[src/rtl/ifm_sort_ctrl.sv]
// RX frame sorter: copies good frames to the good FIFO followed by a status record, drains bad frames.
// Optional frame counters are built only when IFM_SORT_CNT_EN is defined.
module ifm_sort_ctrl #(
  parameter int          C_STS_WORDS = 6,
  parameter logic [31:0] C_STS_TAG   = 32'h5000_0000,
  parameter int          C_LEN_WORD  = 5
) (
  input  logic        s2mm_clk,
  input  logic        rx_reset,
  input  logic        info_fifo_empty,
  input  logic        info_fifo_rdata,
  output logic        info_fifo_rden,
  input  logic [72:0] data_fifo_rdata,
  output logic        data_fifo_rden,
  output logic [72:0] good_fifo_wdata,
  output logic        good_fifo_wren,
  input  logic        good_fifo_afull,
  output logic [36:0] ctrl_fifo_wdata,
  output logic        ctrl_fifo_wren,
  input  logic        ctrl_fifo_afull,
  output logic        busy,
  output logic [31:0] good_frame_cnt,
  output logic [31:0] drop_frame_cnt
);

  // state | meaning
  // IDLE  | waiting for a complete frame and enough downstream room
  // GOOD  | copying beats of a good frame into the good FIFO
  // DROP  | draining beats of a bad frame
  // STS   | writing the status record for the frame just copied
  typedef enum logic [1:0] {IDLE, GOOD, DROP, STS} state_t;

  localparam int IDX_W = (C_STS_WORDS > 1) ? $clog2(C_STS_WORDS) : 1;
  localparam logic [IDX_W-1:0] LAST_IDX = IDX_W'(C_STS_WORDS - 1);
  localparam logic [IDX_W-1:0] LEN_IDX  = IDX_W'(C_LEN_WORD);

  state_t           state, state_nxt;
  logic [15:0]      byte_cnt, byte_cnt_nxt;
  logic [15:0]      len, len_nxt;
  logic [IDX_W-1:0] sts_idx, sts_idx_nxt;
  logic             beat_last;
  logic [3:0]       beat_bytes;
  logic [16:0]      byte_sum_w;
  logic [15:0]      byte_sum;
  logic [31:0]      sts_word;

  assign beat_last  = data_fifo_rdata[72];
  assign beat_bytes = 4'($countones(data_fifo_rdata[71:64]));
  assign byte_sum_w = {1'b0, byte_cnt} + {13'd0, beat_bytes};
  // Byte count saturates rather than wrapping on oversized frames.
  assign byte_sum   = byte_sum_w[16] ? 16'hFFFF : byte_sum_w[15:0];

  always_comb begin
    sts_word = 32'h0;
    if (sts_idx == '0)
      sts_word = C_STS_TAG;
    else if (sts_idx == LEN_IDX)
      sts_word = {16'h0, len};
  end

  always_ff @(posedge s2mm_clk) begin
    if (rx_reset) begin
      state    <= IDLE;
      byte_cnt <= '0;
      len      <= '0;
      sts_idx  <= '0;
    end else begin
      state    <= state_nxt;
      byte_cnt <= byte_cnt_nxt;
      len      <= len_nxt;
      sts_idx  <= sts_idx_nxt;
    end
  end

  always_comb begin
    state_nxt       = state;
    byte_cnt_nxt    = byte_cnt;
    len_nxt         = len;
    sts_idx_nxt     = sts_idx;
    info_fifo_rden  = 1'b0;
    data_fifo_rden  = 1'b0;
    good_fifo_wren  = 1'b0;
    good_fifo_wdata = data_fifo_rdata;
    ctrl_fifo_wren  = 1'b0;
    ctrl_fifo_wdata = {(sts_idx == LAST_IDX), 4'hF, sts_word};
    case (state)
      IDLE: begin
        byte_cnt_nxt = '0;
        if (!info_fifo_empty) begin
          if (!info_fifo_rdata)
            state_nxt = DROP;
          // The whole status record must fit, so ctrl room is checked only here.
          else if (!good_fifo_afull && !ctrl_fifo_afull)
            state_nxt = GOOD;
        end
      end
      GOOD: begin
        if (!good_fifo_afull) begin
          data_fifo_rden = 1'b1;
          good_fifo_wren = 1'b1;
          byte_cnt_nxt   = byte_sum;
          if (beat_last) begin
            info_fifo_rden = 1'b1;
            len_nxt        = byte_sum;
            sts_idx_nxt    = '0;
            state_nxt      = STS;
          end
        end
      end
      DROP: begin
        data_fifo_rden = 1'b1;
        if (beat_last) begin
          info_fifo_rden = 1'b1;
          state_nxt      = IDLE;
        end
      end
      STS: begin
        ctrl_fifo_wren = 1'b1;
        sts_idx_nxt    = sts_idx + 1'b1;
        if (sts_idx == LAST_IDX) begin
          sts_idx_nxt = '0;
          state_nxt   = IDLE;
        end
      end
      default: state_nxt = IDLE;
    endcase
  end

  assign busy = (state != IDLE);

`ifdef IFM_SORT_CNT_EN
  logic [31:0] good_cnt_q, drop_cnt_q;

  always_ff @(posedge s2mm_clk) begin
    if (rx_reset) begin
      good_cnt_q <= '0;
      drop_cnt_q <= '0;
    end else begin
      if (state == GOOD && state_nxt == STS)
        good_cnt_q <= good_cnt_q + 32'd1;
      if (state == DROP && state_nxt == IDLE)
        drop_cnt_q <= drop_cnt_q + 32'd1;
    end
  end

  assign good_frame_cnt = good_cnt_q;
  assign drop_frame_cnt = drop_cnt_q;
`else
  assign good_frame_cnt = 32'h0;
  assign drop_frame_cnt = 32'h0;
`endif

endmodule

[config.mk]
export PLATFORM = sky130hd
export DESIGN_NAME = ifm_sort_ctrl
export DESIGN_NICKNAME = d
export VERILOG_FILES = /design/src/rtl/ifm_sort_ctrl.sv
export SDC_FILE = /design/constraint.sdc
export NUM_CORES = 1
export LEC_CHECK = 0
export CAP_MARGIN = 20
export CORE_AREA = 2 2 99 101
export DETAILED_ROUTE_END_ITERATION = 16
export DIE_AREA = 0 0 101 103
export DONT_BUFFER_PORTS = 1
export PLACE_DENSITY = 0.61
export SETUP_SLACK_MARGIN = 0.4
export SYNTH_ARGS = -nofsm -noshare
export SYNTH_HDL_FRONTEND = slang
export SYNTH_SLANG_ARGS = --single-unit
[constraint.sdc]
create_clock -name s2mm_clk -period 5.79 [get_ports s2mm_clk]
set_clock_uncertainty 0.1 [all_clocks]
set_input_delay 1.158 -clock s2mm_clk [delete_from_list [all_inputs] [get_ports s2mm_clk]]
set_output_delay 1.158 -clock s2mm_clk [all_outputs]
set_load 0.02 [all_outputs]
### Yosys cells after proc, flatten, opt, wreduce, memory -nomap -nowiden

Index checks and enable logic that the tools add are counted.

* $add $sub $neg: 9
* equality and inequality tests: 10
* multiplexer cells: 24
* bitwise operators: 1
* reductions and logical operators: 12

Operator list (number)
* $mux W16: 3
* $pmux W16 S2: 1
* $mux W31: 1
* $add A16 B4 Y17: 1
* $mux W2: 7
* $ne A2 B2 Y1 const B: 5
* $mux W3: 3
* $add A1 B1 Y2: 4
* $pmux W2 S4: 1
* $add A2 B2 Y3: 2
* $pmux W3 S2: 1
* $reduce_and A3 Y1: 2
* $reduce_and A6 Y1: 1
* $reduce_bool A2 Y1: 3
* $mux W1: 5
* $add A3 B3 Y4: 1
* $eq A2 B2 Y1 const B: 2
* $pmux W1 S2: 2
* $add A3 B1 Y3 const B: 1
* $eq A3 B3 Y1 const B: 1
* $logic_not A3 Y1: 1
* $ne A3 B3 Y1 const B: 1
* $eq A2 B1 Y1 const B: 1
* $logic_not A1 Y1: 2
* 4 further kinds: 4

* register bits: 37
* output and inout port bits: 179
* word-level logic and storage cells: 60

### Longest topological paths before layout

Gate-level depths: netlist of run 1.

* word-level depth: 7
* mapped depth: 14
* mapped depth without buffers: 12

### Least setup slack after synthesis of run 1

No wires, ideal clock.

* path type: input to register
* from: input port data_fifo_rdata[64]
* to: register len[14]
* library setup time: 116 ps
* arrival: 4531 ps
* path slack: 1043 ps
* stages: 13
* cell sequence: fa_1 -> inv_1 -> fa_1 -> fa_1 -> fa_1 -> inv_1 -> fa_1 -> a211oi_2 -> or2_1 -> buf_4 -> nor3_1 -> mux2_2 -> a31o_2

* cells in the longest elaborated chain, start to end: 5

Ends and longest elaborated chain
* from (decl): line 13 `input logic [72:0] data_fifo_rdata,`
* $add A1 B1 Y2 (implied by the code): line 48 `assign beat_bytes = 4'($countones(data_fifo_rdata[71:64]));`
* $add A2 B2 Y3 (implied by the code): line 48
* $add A3 B3 Y4 (implied by the code): line 48
* $add A16 B4 Y17: line 49 `assign byte_sum_w = {1'b0, byte_cnt} + {13'd0, beat_bytes};`
* $mux W16: line 51 `assign byte_sum = byte_sum_w[16] ? 16'hFFFF : byte_sum_w[15:0];`
* to (signal assigned): line 70 `len <= len_nxt;`
* to (decl): line 39 `logic [15:0] len, len_nxt;`

No other way between the ends.
A chain may end at the register's enable or synchronous reset.

### Worst setup path after layout of run 1

* from: input port data_fifo_rdata[64]
* to: register len[4]

The elaborated chain is that of the path after synthesis.

==> summary.md, run 1 <==
| Metric | Value |
|---|---|
| Status | `finished, final reports clean` |
| Hold Path Depth | `2` |
| DRT antenna net count | `0` |
| Finished Cell Area | `2930 µm²` |
| R2R Setup Slk | `2.11 ns` |
| Commonest cells after routing, fill and taps aside | `conb_1, dfxtp_1, nor2_1` |
| Drt first pass iters | `4` |
| Synth Instances | `447` |
| Fin Setup TNS | `0 ns` |
| Final Critical Period | `4.68 ns` |
| Cts hold-fix bufs | `0` |
| Inserted Clock Buffers | `5` |
| Total wire length | `6630 µm` |
| R2R cell count | `11` |
| Worst slew margin | `0.443` |
| Worst Setup End Kind | `flop` |
| Initial DRC Count | `153` |
| Clk_lat worst skew | `0.30 ns` |
| Period utilization | `0.808` |
| Clk buf depth | `2` |
| Max cap viols | `0` |
| Critical Path, Cell by Cell | `fa_1 -> inv_1 -> fa_1 -> fa_1 -> fa_1 -> inv_1 -> fa_1 -> a211oi_2 -> or2_1 -> nor3_4 -> nor2_2 -> a211oi_1` |
| CTS tree | `done` |
| CP required | `5.90 ns` |
| Primary FF master, synth | `dfxtp_1` |
| Largest net degree at the start of global routing | `34` |
| Drt via density | `4.81` |
| Io pins | `258` |
| GPL Wtd Cong | `0.914` |
| Final Hold Vio Count | `0` |
| Sequential area share after synthesis | `0.206` |
| DIE AREA | `10400 µm²` |
| Clock Sink Count | `37` |
| Unrepaired setup endpoints after global routing | `no` |
| Layout cells sized above 1 | `0.0759` |
| CP max stage delay | `0.52 ns` |
| CP Launch Type | `primary input` |
| CP most frequent cell | `fa_1` |
| Crit Path Max Fanout | `12` |
| EDFF count, synth | `0` |
| Final setup fails | `0` |
| Core Box Area | `9460 µm²` |
| Average cell area after synthesis | `8.03 µm²` |
| Slowest cell on the critical path | `fa_1` |
| NumNets Final | `462` |
| Die X | `101 µm` |
| Number of synthesized register bits | `37` |
| Initial antenna violation count | `0` |
| Number of cell rows | `36` |
| Leak Pwr | `1.22 nW` |
| Final-report max-slew violation count | `0` |
| Post-synth ARST share | `0` |
| Number of buffers and inverters on the critical path | `2` |
| Worst-Margin Slew | `0.833 ns` |
| PwrDens | `276 nW/µm²` |
| Reg2reg start | `byte_cnt[0]$_SDFFE_PP0P_` |
| Hold Crit Start | `len[8]$_SDFFE_PP0P_` |
| Final HPWL from detailed placement | `5020 µm` |
| Worst-path clk slew | `0.08 ns` |
| Per-cell routed wire length | `13.7 µm` |
| Setup bufs post-CTS | `0` |
| First-pass GRT wire length | `10100 µm` |
| Synth-to-layout area growth | `-18.2%` |
| Fmax | `0.214 GHz` |
| Crit path max-delay family | `adder cells` |
| Vias in the first global route | `2006` |
| FF-to-FF End | `len[4]$_SDFFE_PP0P_` |
| Endpoint, Worst Hold | `len[8]$_SDFFE_PP0P_` |
| Starting Density | `0.379` |
| GRT Total Usage | `0.125` |
| Post-synth cell types | `61` |
| Yosys warning count | `0` |
| Critical path type | `in -> reg` |
| Post-Syn Area | `3590 µm²` |
| Placement-stage cell area | `2820 µm²` |
| # diodes | `0` |
| CTS root buffer | `clkbuf_8` |
| Number of remaining DRC errors | `0` |
| Gr ovfl total | `0` |
| Port Buf Inserts | `0` |
| Hold Worst Slack | `0.356 ns` |
| Peak VDD IR | `120 µV` |
| Hold crit path type | `reg -> reg` |
| Commonest non-fill, non-tap cell in the layout | `conb_1` |
| Post-CTS sizing | `0` |
| CP arrival | `4.78 ns` |
| Die height | `103 µm` |
| H-tree Lvls | `2` |
| Via count | `2322` |
-- per-stage QoR --
step	setup WS, ns	std cells	util	total power, mW
3_3_place_gp	0.905	475	0.298	0.581
6_report	1.11	483	0.310	0.809
4_1_cts	1.11	483	0.310	0.818
2_1_floorplan	1.04	527	-	0.644
3_5_place_dp	0.783	475	0.298	0.586
5_1_grt	0.928	483	0.310	0.864
-- cell usage after synthesis (all sizes together) (2+ instances only) --
cell / n / area, µm²
buf: 161 / 1200
dfxtp: 37 / 741
nor2: 25 / 96.4
nand2: 24 / 92.6
a21oi: 22 / 121
inv: 20 / 75.1
o21ai: 19 / 98.9
and2: 18 / 113
nor3: 12 / 81.3
a211oi: 11 / 92.6
ha: 10 / 125
clkbuf: 8 / 30.0
nand3: 7 / 35.0
xnor2: 6 / 52.6
a21o: 5 / 37.5
fa: 5 / 100
nand2b: 4 / 25.0
a311oi: 3 / 26.3
a31oi: 3 / 18.8
and3: 3 / 18.8
nor2b: 3 / 18.8
nor4: 3 / 18.8
or2: 3 / 21.3
xor2: 3 / 26.3
a2111oi: 2 / 36.3
a41o: 2 / 20.0
and4: 2 / 17.5
conb: 2 / 7.51
mux2i: 2 / 20.0
nand3b: 2 / 15.0
nand4: 2 / 27.5
nor3b: 2 / 15.0
o2111ai: 2 / 35.0
o21a: 2 / 15.0
-- kinds of logic after synthesis --
family	after synthesis	share of synthesized area
compound gates	80	0.162
xor+xnor	9	0.0220
fa+ha+maj	15	0.0628
buf+inv	189	0.365
flops	37	0.206
mux	3	0.00872
other cells	2	0.00209
simple gates	112	0.171
-- how the worst max path moves through the flow --
stage	start	to	slack, ns	depth (start not counted)
floorplan	data_fifo_rdata[64]	len[14]$_SDFFE_PP0P_	1.04	13
global placement	data_fifo_rdata[64]	len[13]$_SDFFE_PP0P_	0.91	12
detailed placement	data_fifo_rdata[64]	len[4]$_SDFFE_PP0P_	0.78	12
CTS	data_fifo_rdata[64]	len[3]$_SDFFE_PP0P_	1.11	12
global route	data_fifo_rdata[64]	len[4]$_SDFFE_PP0P_	0.93	12
finish	data_fifo_rdata[64]	len[4]$_SDFFE_PP0P_	1.11	12
-- worst reg2reg max path: stages (launching register included) --
cell and delay (ns):
dfxtp_1 0.35, inv_1 0.06, fa_1 0.52, fa_1 0.43
fa_1 0.39, inv_1 0.08, fa_1 0.23, a211oi_2 0.12
or2_1 0.38, nor3_4 0.49, nor2_2 0.18, a211oi_1 0.25
-- power breakdown --
group	switching, mW	internal (mW)	leakage (nW)
Sequential	0.0129	0.272	0.299
Clock	0.102	0.129	0.0543
Combinational	0.210	0.0838	0.864
-- routing by layer --
metal  global-route usage  share of wire  vias to the layer above
met5                    0              0                        -
met4               0.0447          0.016                        0
met3               0.0495           0.12                       18
met2                0.203           0.49                      120
met1                0.150           0.38                     1087
li1                     -              -                     1097
-- flip-flops by register name, indices dropped and copies added (netlist names) --
| name | cells |
|---|---|
| sts_idx | 3 |
| byte_cnt | 16 |
| len | 16 |
| state | 2 |
-- cell type report --
class	instances	area (µm²)
timing repair buffer	3	22.5
clock inverter	3	46.3
inverter	20	75.1
multi-input combinational	301	1840
fill	998	6530
tap	114	143
clock buffer	5	68.8
sequential	37	741
No activity file was read; power rests on OpenSTA's default activity.
==> run 2, diff against run 1 <==
--- a/config.mk
+++ b/config.mk
@@ -10,7 +10,7 @@
 export DETAILED_ROUTE_END_ITERATION = 16
 export DIE_AREA = 0 0 101 103
 export DONT_BUFFER_PORTS = 1
-export PLACE_DENSITY = 0.61
+export PLACE_DENSITY = 0.63
 export SETUP_SLACK_MARGIN = 0.4
 export SYNTH_ARGS = -nofsm -noshare
 export SYNTH_HDL_FRONTEND = slang
==> constraint.sdc (replaced) <==
create_clock -name s2mm_clk -period 4 [get_ports s2mm_clk]
set_clock_uncertainty 0.1 [all_clocks]
set_input_delay 0.8 -clock s2mm_clk [delete_from_list [all_inputs] [get_ports s2mm_clk]]
set_output_delay 0.8 -clock s2mm_clk [all_outputs]
set_load 0.02 [all_outputs]
==> summary.md, run 2 (synthesis gave the netlist of run 1 again) <==
| Metric | Value |
|---|---|
| DRT antenna net count | `0` |
| Worst-Margin Slew | `0.910 ns` |
| CP most frequent cell | `fa_1` |
| Final WS setup | `0.130 ns` |
| CP arrival | `3.96 ns` |
| Total wire length | `6840 µm` |
| Cts hold-fix bufs | `0` |
| GPL Wtd Cong | `0.823` |
| Gr ovfl total | `0` |
| Crit Path Max Fanout | `4` |
| Clk buf depth | `2` |
| Initial antenna violation count | `0` |
| Starting Density | `0.379` |
| Drt via density | `4.91` |
| Number of cell rows | `36` |
| Final Critical Period | `3.87 ns` |
| Clk_lat worst skew | `0.30 ns` |
| Biggest regs | `byte_cnt (16), len (16), sts_idx (3)` |
| Worst Setup Slack post-DPL | `-0.280 ns` |
| PwrDens | `390 nW/µm²` |
| CP required | `4.09 ns` |
| DIE AREA | `10400 µm²` |
| Leak Pwr | `1.38 nW` |
| Via count | `2475` |
| Worst Setup EP | `len[14]$_SDFFE_PP0P_` |
| Critical path type | `in -> reg` |
| Peak VDD IR | `180 µV` |
| Reg2reg start | `byte_cnt[0]$_SDFFE_PP0P_` |
| Max cap viols | `0` |
| Initial DRC Count | `108` |
| Period utilization | `0.967` |
| Critical Path, Cell by Cell | `fa_1 -> inv_1 -> fa_1 -> fa_1 -> fa_2 -> inv_2 -> fa_2 -> a211oi_2 -> or2_4 -> nor3_4 -> mux2_4 -> a31o_4` |
| Clock Sink Count | `37` |
| CTS tree | `done` |
| Die height | `103 µm` |
| GRT Total Usage | `0.125` |
| # diodes | `0` |
| Per-cell routed wire length | `13.6 µm` |
| Port Buf Inserts | `0` |
| NumNets Final | `483` |
| Final setup fails | `0` |
| Final HPWL from detailed placement | `4980 µm` |
| Commonest cells after routing, fill and taps aside | `conb_1, dfxtp_1, nor2_1` |
| Worst-path clk slew | `0.07 ns` |
| First-pass GRT wire length | `10500 µm` |
| Largest net degree at the start of global routing | `34` |
| FF-to-FF End | `len[14]$_SDFFE_PP0P_` |
| Psw | `0.494 mW` |
| Unrepaired setup endpoints after global routing | `yes` |
| Gate power share | `0.377` |
| Number of remaining DRC errors | `0` |
| Layout cells sized above 1 | `0.203` |
| Io pins | `258` |
| Slowest cell on the critical path | `fa_1` |
| Int Pwr | `0.793 mW` |
| H-tree Lvls | `2` |
| Inserted Clock Buffers | `5` |
| Synth-to-layout area growth | `-7.95%` |
| Core Box Area | `9460 µm²` |
| Die X | `101 µm` |
| CP max stage delay | `0.51 ns` |
| Worst path depth | `12` |
| Final Hold Vio Count | `0` |
| Sequential Power Share | `0.320` |
| Final-report max-slew violation count | `0` |
| CP Launch Type | `primary input` |
| Commonest non-fill, non-tap cell in the layout | `conb_1` |
| Pwr Total | `1.29 mW` |
| Status | `finished, final reports clean` |
| R2R cell count | `11` |
| Number of buffers and inverters on the critical path | `2` |
| Hold crit path type | `reg -> reg` |
| Critical path origin | `data_fifo_rdata[64]` |
| CTS root buffer | `clkbuf_8` |
| Worst slew margin | `0.393` |
| Worst Setup End Kind | `flop` |
| Sw Share | `0.384` |
| Fmax | `0.258 GHz` |
| Drt first pass iters | `4` |
| Crit path max-delay family | `adder cells` |
| Clock Power Share | `0.303` |
| R2R Setup Slk | `0.77 ns` |
| Vias in the first global route | `2188` |
-- run 2: cell count changes in the layout (fill, tap and decap cells not counted), sizes merged --
cell,previous run,this run
bufinv,1,2
buf,3,24
clkinvlp,1,0
-- run 2: per-stage QoR --
stage	util	instances	hold slack (ns)	TNS, ns	cell area [µm²]
2_1_floorplan	-	527	0.332	-1.36	3920
3_3_place_gp	0.312	489	0.337	-4.43	2950
5_1_grt	0.349	504	0.378	0	3300
4_1_cts	0.338	500	0.354	0	3200
6_report	0.349	504	0.353	0	3300
3_5_place_dp	0.312	489	0.344	-5.47	2950
-- run 2: layout make-up --
class / count / area (µm²)
clock buffer: 5 / 68.8
clock inverter: 3 / 65.1
inverter: 20 / 75.1
tap: 114 / 143
sequential: 37 / 741
fill: 964 / 6160
multi-input combinational: 301 / 2000
timing repair buffer: 24 / 210
-- run 2: power by group through the flow --
stage | logic, mW | clock network [mW] | registers [mW]
2_1_floorplan | 0.522 | 0 | 0.416
3_3_place_gp | 0.444 | 0 | 0.420
3_5_place_dp | 0.446 | 0 | 0.421
4_1_cts | 0.471 | 0.397 | 0.413
5_1_grt | 0.533 | 0.407 | 0.416
6_report | 0.485 | 0.389 | 0.412
-- run 2: worst min path at each step --
stage,start,to,slack (ns),cells past startpoint
after floorplan,len[8]$_SDFFE_PP0P_,len[8]$_SDFFE_PP0P_,0.33,2
after global placement,len[8]$_SDFFE_PP0P_,len[8]$_SDFFE_PP0P_,0.34,2
after detailed placement,len[8]$_SDFFE_PP0P_,len[8]$_SDFFE_PP0P_,0.34,2
after CTS,len[8]$_SDFFE_PP0P_,len[8]$_SDFFE_PP0P_,0.35,2
after global routing,byte_cnt[0]$_SDFFE_PP0P_,byte_cnt[0]$_SDFFE_PP0P_,0.38,2
final,len[8]$_SDFFE_PP0P_,len[8]$_SDFFE_PP0P_,0.35,2
-- run 2: layer usage --
metal  GRT usage  wire length (µm)  vias up
met5           0                 0        -
met4      0.0676               248        0
met3      0.0271               522       37
li1            -                 -     1143
met2       0.211              3350      119
met1       0.148              2720     1176
-- run 2: worst reg2reg max path: stages, from the launching register on --
cell and delay (ns):
dfxtp_1 0.34, inv_1 0.07, fa_1 0.46, fa_1 0.51
fa_2 0.21, inv_2 0.04, fa_2 0.36, a211oi_2 0.25
or2_4 0.22, nor3_4 0.05, mux2_4 0.31, a31o_4 0.21
-- run 2: timing repair --
item,CTS,global route
buffers inserted,3,4
pin swaps,9,13
endpoints found under the setup margin,32,32
resized for setup,23,17
